==> src/rtl/mips_single_cycle_core_if.sv <==
// Debug bundle of datapath nodes exported by mips_single_cycle_core.
// The core drives it through the master modport. The display logic or a bench reads it through slave.
interface mips_single_cycle_core_if;
    logic [31:0] cur_PC;
    logic [31:0] new_PCaddr;
    logic [31:0] ALU_Res;
    logic [31:0] Write_Data;
    logic [31:0] Data_rs;
    logic [31:0] Data_rt;
    logic [31:0] Instruction;
    logic [31:0] DataOut;
    logic [4:0]  Write_Reg;

    modport master (
        output cur_PC, new_PCaddr, ALU_Res, Write_Data, Data_rs, Data_rt,
               Instruction, DataOut, Write_Reg
    );
    modport slave (
        input  cur_PC, new_PCaddr, ALU_Res, Write_Data, Data_rs, Data_rt,
               Instruction, DataOut, Write_Reg
    );
endinterface

==> src/rtl/mips_single_cycle_core.sv <==
// MIPS-subset single-cycle core. Each rising CLK edge executes one instruction.
// The core contains the PC, the instruction ROM, a 32x32 register file, the ALU, and a
// byte-addressed big-endian data RAM.
// All datapath nodes are exported on the debug interface.
// Optional feature: define SCPU_HALT_EN to make opcode 111111 a halt. A halt freezes the
// core until Reset. Without SCPU_HALT_EN, opcode 111111 decodes as an unknown opcode.
module mips_single_cycle_core #(
    parameter int    IMEM_DEPTH = 64,
    parameter int    DMEM_DEPTH = 128,
    parameter string IMEM_FILE  = "imem.mem"
) (
    input  logic                       CLK,
    input  logic                       Reset,
    mips_single_cycle_core_if.master   dbg
);
    localparam int IAW = $clog2(IMEM_DEPTH);
    localparam int DAW = $clog2(DMEM_DEPTH);

`ifdef SCPU_HALT_EN
    localparam bit HALT_EN = 1'b1;
`else
    localparam bit HALT_EN = 1'b0;
`endif

    localparam logic [5:0] OP_RTYPE = 6'b000000, OP_ADDIU = 6'b001001, OP_SLTI = 6'b001010,
                           OP_ANDI  = 6'b001100, OP_ORI   = 6'b001101, OP_XORI = 6'b001110,
                           OP_LW    = 6'b100011, OP_SW    = 6'b101011, OP_BEQ  = 6'b000100,
                           OP_BNE   = 6'b000101, OP_J     = 6'b000010, OP_HALT = 6'b111111;
    localparam logic [5:0] F_ADD = 6'b100000, F_SUB = 6'b100010, F_AND = 6'b100100,
                           F_OR  = 6'b100101, F_SLT = 6'b101010, F_SLL = 6'b000000;

    typedef enum logic [2:0] {ALU_ADD, ALU_SUB, ALU_AND, ALU_OR, ALU_XOR, ALU_SLT, ALU_SLL} alu_op_e;

    logic [31:0] rom [IMEM_DEPTH];
    logic [31:0] regs_q [32];
    logic [7:0]  dmem_q [DMEM_DEPTH];
    logic [31:0] pc_q, pc_d;

    logic [31:0] instr;
    logic [5:0]  opcode, funct;
    logic [4:0]  rs, rt, rd, shamt, wr_reg;
    logic [31:0] simm, zimm, rs_data, rt_data, alu_b, alu_res, wr_data, rd_word;
    logic [31:0] pc4, br_tgt;
    logic        reg_we, mem_we, mem_rd, use_imm, imm_zext, is_beq, is_bne, is_jmp, halt, take_br;
    alu_op_e     alu_op;
    logic [DAW-1:0] daddr;

    // Fetch: an out-of-range word index reads as 0, which decodes as a harmless sll $0.
    always_comb begin
        instr = '0;
        if (pc_q[31:2] < 30'(IMEM_DEPTH)) instr = rom[pc_q[IAW+1:2]];
    end

    assign opcode = instr[31:26];
    assign rs     = instr[25:21];
    assign rt     = instr[20:16];
    assign rd     = instr[15:11];
    assign shamt  = instr[10:6];
    assign funct  = instr[5:0];
    assign simm   = {{16{instr[15]}}, instr[15:0]};
    assign zimm   = {16'h0000, instr[15:0]};

    // Control decode. Unknown encodings keep every write disabled.
    always_comb begin
        reg_we   = 1'b0;
        mem_we   = 1'b0;
        mem_rd   = 1'b0;
        use_imm  = 1'b0;
        imm_zext = 1'b0;
        is_beq   = 1'b0;
        is_bne   = 1'b0;
        is_jmp   = 1'b0;
        halt     = 1'b0;
        alu_op   = ALU_ADD;
        case (opcode)
            OP_RTYPE: begin
                reg_we = 1'b1;
                case (funct)
                    F_ADD:   alu_op = ALU_ADD;
                    F_SUB:   alu_op = ALU_SUB;
                    F_AND:   alu_op = ALU_AND;
                    F_OR:    alu_op = ALU_OR;
                    F_SLT:   alu_op = ALU_SLT;
                    F_SLL:   alu_op = ALU_SLL;
                    default: reg_we = 1'b0;
                endcase
            end
            OP_ADDIU: begin reg_we = 1'b1; use_imm = 1'b1; end
            OP_SLTI:  begin reg_we = 1'b1; use_imm = 1'b1; alu_op = ALU_SLT; end
            OP_ANDI:  begin reg_we = 1'b1; use_imm = 1'b1; imm_zext = 1'b1; alu_op = ALU_AND; end
            OP_ORI:   begin reg_we = 1'b1; use_imm = 1'b1; imm_zext = 1'b1; alu_op = ALU_OR; end
            OP_XORI:  begin reg_we = 1'b1; use_imm = 1'b1; imm_zext = 1'b1; alu_op = ALU_XOR; end
            OP_LW:    begin reg_we = 1'b1; use_imm = 1'b1; mem_rd = 1'b1; end
            OP_SW:    begin mem_we = 1'b1; use_imm = 1'b1; end
            OP_BEQ:   begin is_beq = 1'b1; alu_op = ALU_SUB; end
            OP_BNE:   begin is_bne = 1'b1; alu_op = ALU_SUB; end
            OP_J:     is_jmp = 1'b1;
            OP_HALT:  halt = HALT_EN;
            default:  ;
        endcase
    end

    // Register file reads are combinational. $0 is forced to zero.
    assign rs_data = (rs == 5'd0) ? 32'h0 : regs_q[rs];
    assign rt_data = (rt == 5'd0) ? 32'h0 : regs_q[rt];
    assign wr_reg  = (opcode == OP_RTYPE) ? rd : rt;
    assign alu_b   = use_imm ? (imm_zext ? zimm : simm) : rt_data;

    // ALU. sll shifts rt by shamt. Branches reuse the subtract for their compare.
    always_comb begin
        alu_res = rs_data + alu_b;
        case (alu_op)
            ALU_SUB: alu_res = rs_data - alu_b;
            ALU_AND: alu_res = rs_data & alu_b;
            ALU_OR:  alu_res = rs_data | alu_b;
            ALU_XOR: alu_res = rs_data ^ alu_b;
            ALU_SLT: alu_res = {31'b0, $signed(rs_data) < $signed(alu_b)};
            ALU_SLL: alu_res = rt_data << shamt;
            default: ;
        endcase
    end

    // Data RAM read. The address wraps to the RAM size and is aligned to a word.
    // The word is assembled big-endian.
    assign daddr   = {alu_res[DAW-1:2], 2'b00};
    assign rd_word = {dmem_q[daddr], dmem_q[daddr | DAW'(1)],
                      dmem_q[daddr | DAW'(2)], dmem_q[daddr | DAW'(3)]};
    assign wr_data = mem_rd ? rd_word : alu_res;

    // Next-PC selection.
    assign pc4     = pc_q + 32'd4;
    assign br_tgt  = pc4 + {simm[29:0], 2'b00};
    assign take_br = (is_beq && alu_res == 32'h0) || (is_bne && alu_res != 32'h0);
    always_comb begin
        pc_d = pc4;
        if (halt)         pc_d = pc_q;
        else if (is_jmp)  pc_d = {pc4[31:28], instr[25:0], 2'b00};
        else if (take_br) pc_d = br_tgt;
    end

    // PC register.
    always_ff @(posedge CLK) begin
        if (Reset) pc_q <= '0;
        else       pc_q <= pc_d;
    end

    // Register file write port. Writes to $0 are dropped.
    always_ff @(posedge CLK) begin
        if (Reset) begin
            for (int i = 0; i < 32; i++) regs_q[i] <= '0;
        end else if (reg_we && wr_reg != 5'd0) begin
            regs_q[wr_reg] <= wr_data;
        end
    end

    // Data RAM write port. Reset clears the RAM, and sw stores rt big-endian.
    always_ff @(posedge CLK) begin
        if (Reset) begin
            for (int i = 0; i < DMEM_DEPTH; i++) dmem_q[i] <= '0;
        end else if (mem_we) begin
            dmem_q[daddr]          <= rt_data[31:24];
            dmem_q[daddr | DAW'(1)] <= rt_data[23:16];
            dmem_q[daddr | DAW'(2)] <= rt_data[15:8];
            dmem_q[daddr | DAW'(3)] <= rt_data[7:0];
        end
    end

    assign dbg.cur_PC      = pc_q;
    assign dbg.new_PCaddr  = pc_d;
    assign dbg.ALU_Res     = alu_res;
    assign dbg.Write_Data  = wr_data;
    assign dbg.Data_rs     = rs_data;
    assign dbg.Data_rt     = rt_data;
    assign dbg.Instruction = instr;
    assign dbg.DataOut     = rd_word;
    assign dbg.Write_Reg   = wr_reg;
endmodule

==> src/flat_wrapper.sv <==
// flat-port wrapper written by rule: the top's interface ports become plain ports
module mips_single_cycle_core_flat 
#(
    parameter int    IMEM_DEPTH = 64,
    parameter int    DMEM_DEPTH = 128,
    parameter string IMEM_FILE  = "        "
)
  (CLK, Reset, dbg_cur_PC, dbg_new_PCaddr, dbg_ALU_Res, dbg_Write_Data, dbg_Data_rs, dbg_Data_rt, dbg_Instruction, dbg_DataOut, dbg_Write_Reg);
  mips_single_cycle_core_if dbg_i ();
  input  logic CLK;
  input  logic Reset;
  output wire logic [$bits(dbg_i.cur_PC)-1:0] dbg_cur_PC;
  output wire logic [$bits(dbg_i.new_PCaddr)-1:0] dbg_new_PCaddr;
  output wire logic [$bits(dbg_i.ALU_Res)-1:0] dbg_ALU_Res;
  output wire logic [$bits(dbg_i.Write_Data)-1:0] dbg_Write_Data;
  output wire logic [$bits(dbg_i.Data_rs)-1:0] dbg_Data_rs;
  output wire logic [$bits(dbg_i.Data_rt)-1:0] dbg_Data_rt;
  output wire logic [$bits(dbg_i.Instruction)-1:0] dbg_Instruction;
  output wire logic [$bits(dbg_i.DataOut)-1:0] dbg_DataOut;
  output wire logic [$bits(dbg_i.Write_Reg)-1:0] dbg_Write_Reg;
  assign dbg_cur_PC = dbg_i.cur_PC;
  assign dbg_new_PCaddr = dbg_i.new_PCaddr;
  assign dbg_ALU_Res = dbg_i.ALU_Res;
  assign dbg_Write_Data = dbg_i.Write_Data;
  assign dbg_Data_rs = dbg_i.Data_rs;
  assign dbg_Data_rt = dbg_i.Data_rt;
  assign dbg_Instruction = dbg_i.Instruction;
  assign dbg_DataOut = dbg_i.DataOut;
  assign dbg_Write_Reg = dbg_i.Write_Reg;
  mips_single_cycle_core #(.IMEM_DEPTH(IMEM_DEPTH), .DMEM_DEPTH(DMEM_DEPTH), .IMEM_FILE(IMEM_FILE)) u_core (.CLK(CLK), .Reset(Reset), .dbg(dbg_i));
endmodule
==> config.mk <==
export PLATFORM = sky130hd
export DESIGN_NAME = mips_single_cycle_core_flat
export DESIGN_NICKNAME = d
export VERILOG_FILES = /design/src/rtl/mips_single_cycle_core_if.sv /design/src/rtl/mips_single_cycle_core.sv /design/src/flat_wrapper.sv
export SDC_FILE = /design/constraint.sdc
export NUM_CORES = 1
export LEC_CHECK = 0
export ABC_CLOCK_PERIOD_IN_PS = 1800
export BUFFER_PORTS_ARGS = -buffer_cell sky130_fd_sc_hd__clkbuf_2
export CAP_MARGIN = 20
export CORE_MARGIN = 5
export CORE_UTILIZATION = 36
export CTS_CLUSTER_SIZE = 16
export DETAILED_ROUTE_END_ITERATION = 16
export HOLD_SLACK_MARGIN = 0.12
export PLACE_DENSITY = 0.89
export REMOVE_ABC_BUFFERS = 1
export SYNTH_ARGS = -nofsm -noshare
export SYNTH_HDL_FRONTEND = slang
export SYNTH_SLANG_ARGS = --single-unit
==> constraint.sdc <==
create_clock -name CLK -period 1.8 [get_ports CLK]
set_clock_uncertainty 0.15 [all_clocks]
set_input_delay 0.18 -clock CLK [delete_from_list [all_inputs] [get_ports CLK]]
set_output_delay 0.18 -clock CLK [all_outputs]
set_load 0.02 [all_outputs]
Word-level counts from Yosys, hierarchy flattened. Memory sizes are Yosys's and may differ from the RTL's. Index checks and enable logic that the tools add are counted.

Bits in registers: 32. Bits in writable memories: 2048. Input port bits: 2. Output and inout port bits: 261. Logic and storage cells: 99. Memories kept: 2.

Memories: u_core.dmem_q (words 128, width 8, rd ports 4, clocked after memory_dff 0, write ports 128, line mips_single_cycle_core.sv:36) `logic [7:0] dmem_q [DMEM_DEPTH];`; u_core.regs_q (words 32, width 32, rd ports 1, clocked after memory_dff 0, write ports 32, line mips_single_cycle_core.sv:35) `logic [31:0] regs_q [32];`.

Add/sub/neg operators: 4. Order comparisons: 2. Eq/ne operators: 21. Shifts and indexed selects: 1. Mux-type cells: 44. Bitwise operators: 3. Reductions and logical operators: 21.

Operators by type and width (count): two-way mux 32 bit (9); case mux 32 bit (6 select lines) (1); adder 32 bit (2); == test 6 bit (second input constant) (7); adder 32 x 3 -> 32 bit (second input constant) (1); bitwise AND 32 bit (1); zero test 32 bit (1); less-than comparator 32 bit (1); two-way mux 8 bit (4); bitwise OR 32 bit (1); nonzero test 32 bit (1); OR reduction 32 bit (1); OR reduction 8 bit (4); << shifter 32 x 5 -> 32 bit (1); subtractor 32 bit (1); XOR 32 bit (1); == test 6 x 4 -> 1 bit (second input constant) (5); less-than comparator 30 x 7 -> 1 bit (second input constant) (1); two-way mux 7 bit (4); two-way mux 1 bit (21); case mux 3 bit (6 select lines) (1); case mux 3 bit (5 select lines) (1); == test 6 x 3 -> 1 bit (second input constant) (2); zero test 6 bit (2); other kinds (14) (22).

Depth between registers and ports, before layout.
Depth after elaboration: 14. Mapped depth: 5. Gate-level depth less buffers: 5.

Worst setup path before layout. OpenSTA, ideal clock, no wires.

Kind: reg2out. Start: register u_core.pc_q[4], in the netlist u_core.dbg.cur_PC[4]. End: output dbg_new_PCaddr[25]. Data arrival time: 1.684 ns. Data required time: 1.470 ns. Slack: -0.214 ns. Cell stages (with the launch flop): 5. Path buffers: 0. Cells stage by stage: dfxtp_1 > nand3_1 > nor3_1 > and4_1 > xor2_1.

Word-level cells in the longest chain between the ends: 4.

RTL lines: from (decl) (line mips_single_cycle_core.sv:37) `logic [31:0] pc_q, pc_d;`; from (signal assigned) (line mips_single_cycle_core.sv:144) `else pc_q <= pc_d;`; adder 32 x 3 -> 32 bit (*) (line mips_single_cycle_core.sv:131) `assign pc4 = pc_q + 32'd4;`; adder 32 bit (line mips_single_cycle_core.sv:132) `assign br_tgt = pc4 + {simm[29:0], 2'b00};`; two-way mux 32 bit (*) (line mips_single_cycle_core.sv:138) `else if (take_br) pc_d = br_tgt;`; two-way mux 32 bit (*) (line mips_single_cycle_core.sv:137) `else if (is_jmp) pc_d = {pc4[31:28], instr[25:0], 2'b00};`; to (decl) (line flat_wrapper.sv:13) `output wire logic [$bits(dbg_i.new_PCaddr)-1:0] dbg_new_PCaddr;`.

Mark *: on every way between the ends. The rest lies on a longest branch, timed or not.

Final worst setup path.
Start: register u_core.pc_q[5], in the netlist u_core.dbg.cur_PC[5]. End: output dbg_new_PCaddr[15].

Same word-level chain as after synthesis.

==> flow_summary_export.csv <==
group,metric,value,unit
global_route,grt_pass1_vias,2179,
drt,highest_layer,"met4",
placement,placed_cell_area,3170,um^2
yosys,synth_ff_type,"dfxtp_1",
global_route,grt_max_degree,31,
sta,setup_violations,25,
yosys,ys_ff_latch,30,
yosys,syn_area,3190,um^2
drt,totalWireLength,7980,um
clocking,clock_latency,0.28,ns
power,intPower,1.02,mW
worst_setup_path,reg2regPathDepth,8,
drt,vias,2316,
finish,area_delta_synth_final,19.9,%
clocking,htreeDepth,2,
worst_setup_path,cp-start-kind,"register",
power,p_sw_share,40.9,%
finish,largest_register_ffs,30,
drt,routedWlPerCell,12.9,um
finish,mostFrequentLayoutCell,"conb_1",
finish,finalNetCount,513,
floorplan,start_util,36.7,%
worst_setup_path,setup.worst_path.end_class,"primary output",
yosys,syn_avg_cell_area,8.15,um^2
clocking,cts.clk_slew.worst_paths,0.06,ns
worst_setup_path,critPathMaxStageDelay,0.36,ns
sta,rsz0062_at_grt,"true",
worst_setup_path,worst_ep_required_time,1.47,ns
min_path,hp-class,"reg2reg",
power,powerDensity,450,nW/um^2
yosys,async_flop_share,0,%
drt,dr_wl_met3,703,um
sta,fin_crit,2.09,ns
finish,finish.utilization,44.0,%
clocking,cts-root-buf,"clkbuf_8",
global_route,grt_usage,12.6,%
run_status,violations,"negative setup slack",
sta,slew_viol_final,0,
power,pwr-share-comb,27.8,%
worst_setup_path,r2r_end,"u_core.dbg.cur_PC[20]$_SDFF_PP0_",
floorplan,core.rowCount,34,
floorplan,chipWidth,104,um
placement,gp_congestion,0.745,
clocking,cts_num_sinks,30,
power,p_leak,2.10,nW
power,p_switching,0.704,mW
drt,drc,0,
power,ir_worst_vdd,0.285,mV
drt,drt_iter0_drc,63,
drt,drt-pass1-iter-count,4,
worst_setup_path,cp-endpoint,"dbg_new_PCaddr[15]",
power,p_seq_share,39.4,%
yosys,syn_inst,391,
run,cap_violations,0,
clocking,cts_buffers,5,
worst_setup_path,cp_slowest_cell,"dfxtp_2",
clocking,cts_buffer_depth,2,
sta,finalCritPeriodShare,116,%
worst_setup_path,startpoint,"u_core.dbg.cur_PC[5]$_SDFF_PP0_",
clocking,cts_tree,"yes",
sta,timing.fmax,0.478,GHz
run_status,outcome,"finished, violations left",
drt,route.antenna.remaining_nets,0,
yosys,ys_warn_count,0,
placement,pre_cts_ws,-0.144,ns
placement,hpwl,5860,um
sta,fin_hold_ws,0.419,ns
placement,io_buffers,61,
global_route,antenna_found_initial,0,
yosys,synth_seq_area_share,18.8,%
global_route,grt_pass1_wl,11300,um
yosys,synth_edf_count,0,
finish,final_cell_mix,"conb_1, buf_4, clkbuf_2",
finish,drive_above_1_share,39.1,%
finish,design_area,3820,um^2
worst_setup_path,cp_max_fo,4,
worst_setup_path,r2r_slack,-0.04,ns
worst_setup_path,r2r-start,"u_core.dbg.cur_PC[2]$_SDFF_PP0_",
sta,finalWorstSetupSlack,-0.294,ns
drt,dr_wl_met2,4420,um
floorplan,num_io_pins,263,
drt,wl_met1,2740,um
floorplan,dieArea,10800,um^2
worst_setup_path,crit_chain,"and3_4, nand4_4, buf_6, o31ai_2, nand2_2, buf_8",
yosys,synthDistinctLibCells,29,
worst_setup_path,path_class,"reg2out",
finish,fill_cells,827,
floorplan,core,8680,um^2
drt,viasPerCell,3.74,
finish,antenna_cells,0,
sta,timing_hold_violations_final,0,
floorplan,die_y,104,um
worst_setup_path,cp.arrival,1.76,ns
global_route,grt_remaining_overflow,0,
power,p_clk_share,32.8,%
sta,tns,-3.89,ns
-- per-stage QoR --
stage / instances / total power [mW]
2_1_floorplan: 383 / 1.09
3_3_place_gp: 594 / 1.14
3_5_place_dp: 594 / 1.14
4_1_cts: 609 / 1.72
5_1_grt: 619 / 1.79
6_report: 619 / 1.72
-- kinds of logic (layout without fill, tap and decap cells) --
group | Yosys count | in the layout | share of synthesized area, %
flip-flops | 30 | 30 | 18.8
adder cells (fa/ha/maj) | 1 | 1 | 0.392
AND/OR/NAND/NOR | 102 | 103 | 18.7
multiplexers | 15 | 15 | 5.30
XOR/XNOR | 24 | 24 | 6.59
AO/OA/AOI/OAI | 8 | 8 | 1.33
buffers and inverters | 210 | 129 | 48.7
other | 1 | 201 | 0.118
-- Yosys cell counts (2+ instances only) --
library cell / count / share of area (%)
xor2_1: 7 / 1.9
xnor2_1: 17 / 4.7
buf_4: 202 / 48
nor2b_1: 25 / 4.9
and4_1: 5 / 1.4
nor2_1: 19 / 2.2
o21ai_0: 3 / 0.47
mux2_2: 15 / 5.3
nand3_1: 13 / 2.0
a21oi_1: 4 / 0.63
nand2_1: 13 / 1.5
and3_1: 5 / 0.98
inv_1: 2 / 0.24
and2_1: 4 / 0.78
nor3_1: 3 / 0.47
nand4_1: 6 / 1.2
dfxtp_1: 30 / 19
or3_1: 3 / 0.59
clkbuf_1: 5 / 0.59
-- cell type report --
class                   count  area, um^2  share of cell area [%]
multi-input cells         352        2070                    54.2
clock inverters             1        5.00                   0.131
repair buffers            119         893                    23.4
flip-flops and latches     30         624                    16.3
well taps                 108         135                    3.54
clock buffers               7        86.3                    2.26
inverters                   2        7.51                   0.196
-- worst min-delay path by stage --
stage,end,depth (start not counted),from,slack (ns)
global route,u_core.dbg.cur_PC[2]$_SDFF_PP0_,2,u_core.dbg.cur_PC[2]$_SDFF_PP0_,0.44
floorplan,u_core.dbg.cur_PC[2]$_SDFF_PP0_,1,Reset,0.1
finish,u_core.dbg.cur_PC[2]$_SDFF_PP0_,2,u_core.dbg.cur_PC[2]$_SDFF_PP0_,0.42
detailed placement,u_core.dbg.cur_PC[6]$_SDFF_PP0_,2,Reset,0.37
CTS,u_core.dbg.cur_PC[2]$_SDFF_PP0_,2,u_core.dbg.cur_PC[2]$_SDFF_PP0_,0.42
global placement,u_core.dbg.cur_PC[12]$_SDFF_PP0_,2,Reset,0.36
-- metal layers --
layer	track usage [%]	up-vias
li1	-	1091
met1	13.1	1082
met2	24.8	135
met3	2.36	8
met4	4.53	0
met5	0	-
-- timing repair --
item / 4_1_cts / 5_1_grt
gates resized for setup: 86 / 45
buffers inserted: 6 / 13
setup endpoints to repair: 30 / 27
endpoints found under the hold margin: 6 / 0
hold buffers: 1 / 0
pin swaps: 15 / 29
cloned: 1 / 0
-- worst max-delay path: cells and delay by family, from the launching register on --
kind / cells / cell delay, ns
buffers and inverters: 2 / 0.30
AO/OA/AOI/OAI: 1 / 0.34
flip-flops: 1 / 0.36
AND/OR/NAND/NOR: 3 / 0.48
-- power groups by stage --
stage	Clock (mW)	Combinational [mW]	Sequential [mW]
2_1_floorplan	0	0.394	0.697
3_3_place_gp	0	0.449	0.689
3_5_place_dp	0	0.449	0.690
4_1_cts	0.583	0.457	0.678
5_1_grt	0.606	0.508	0.678
6_report	0.565	0.478	0.678
(Power assumes the default switching activity.)
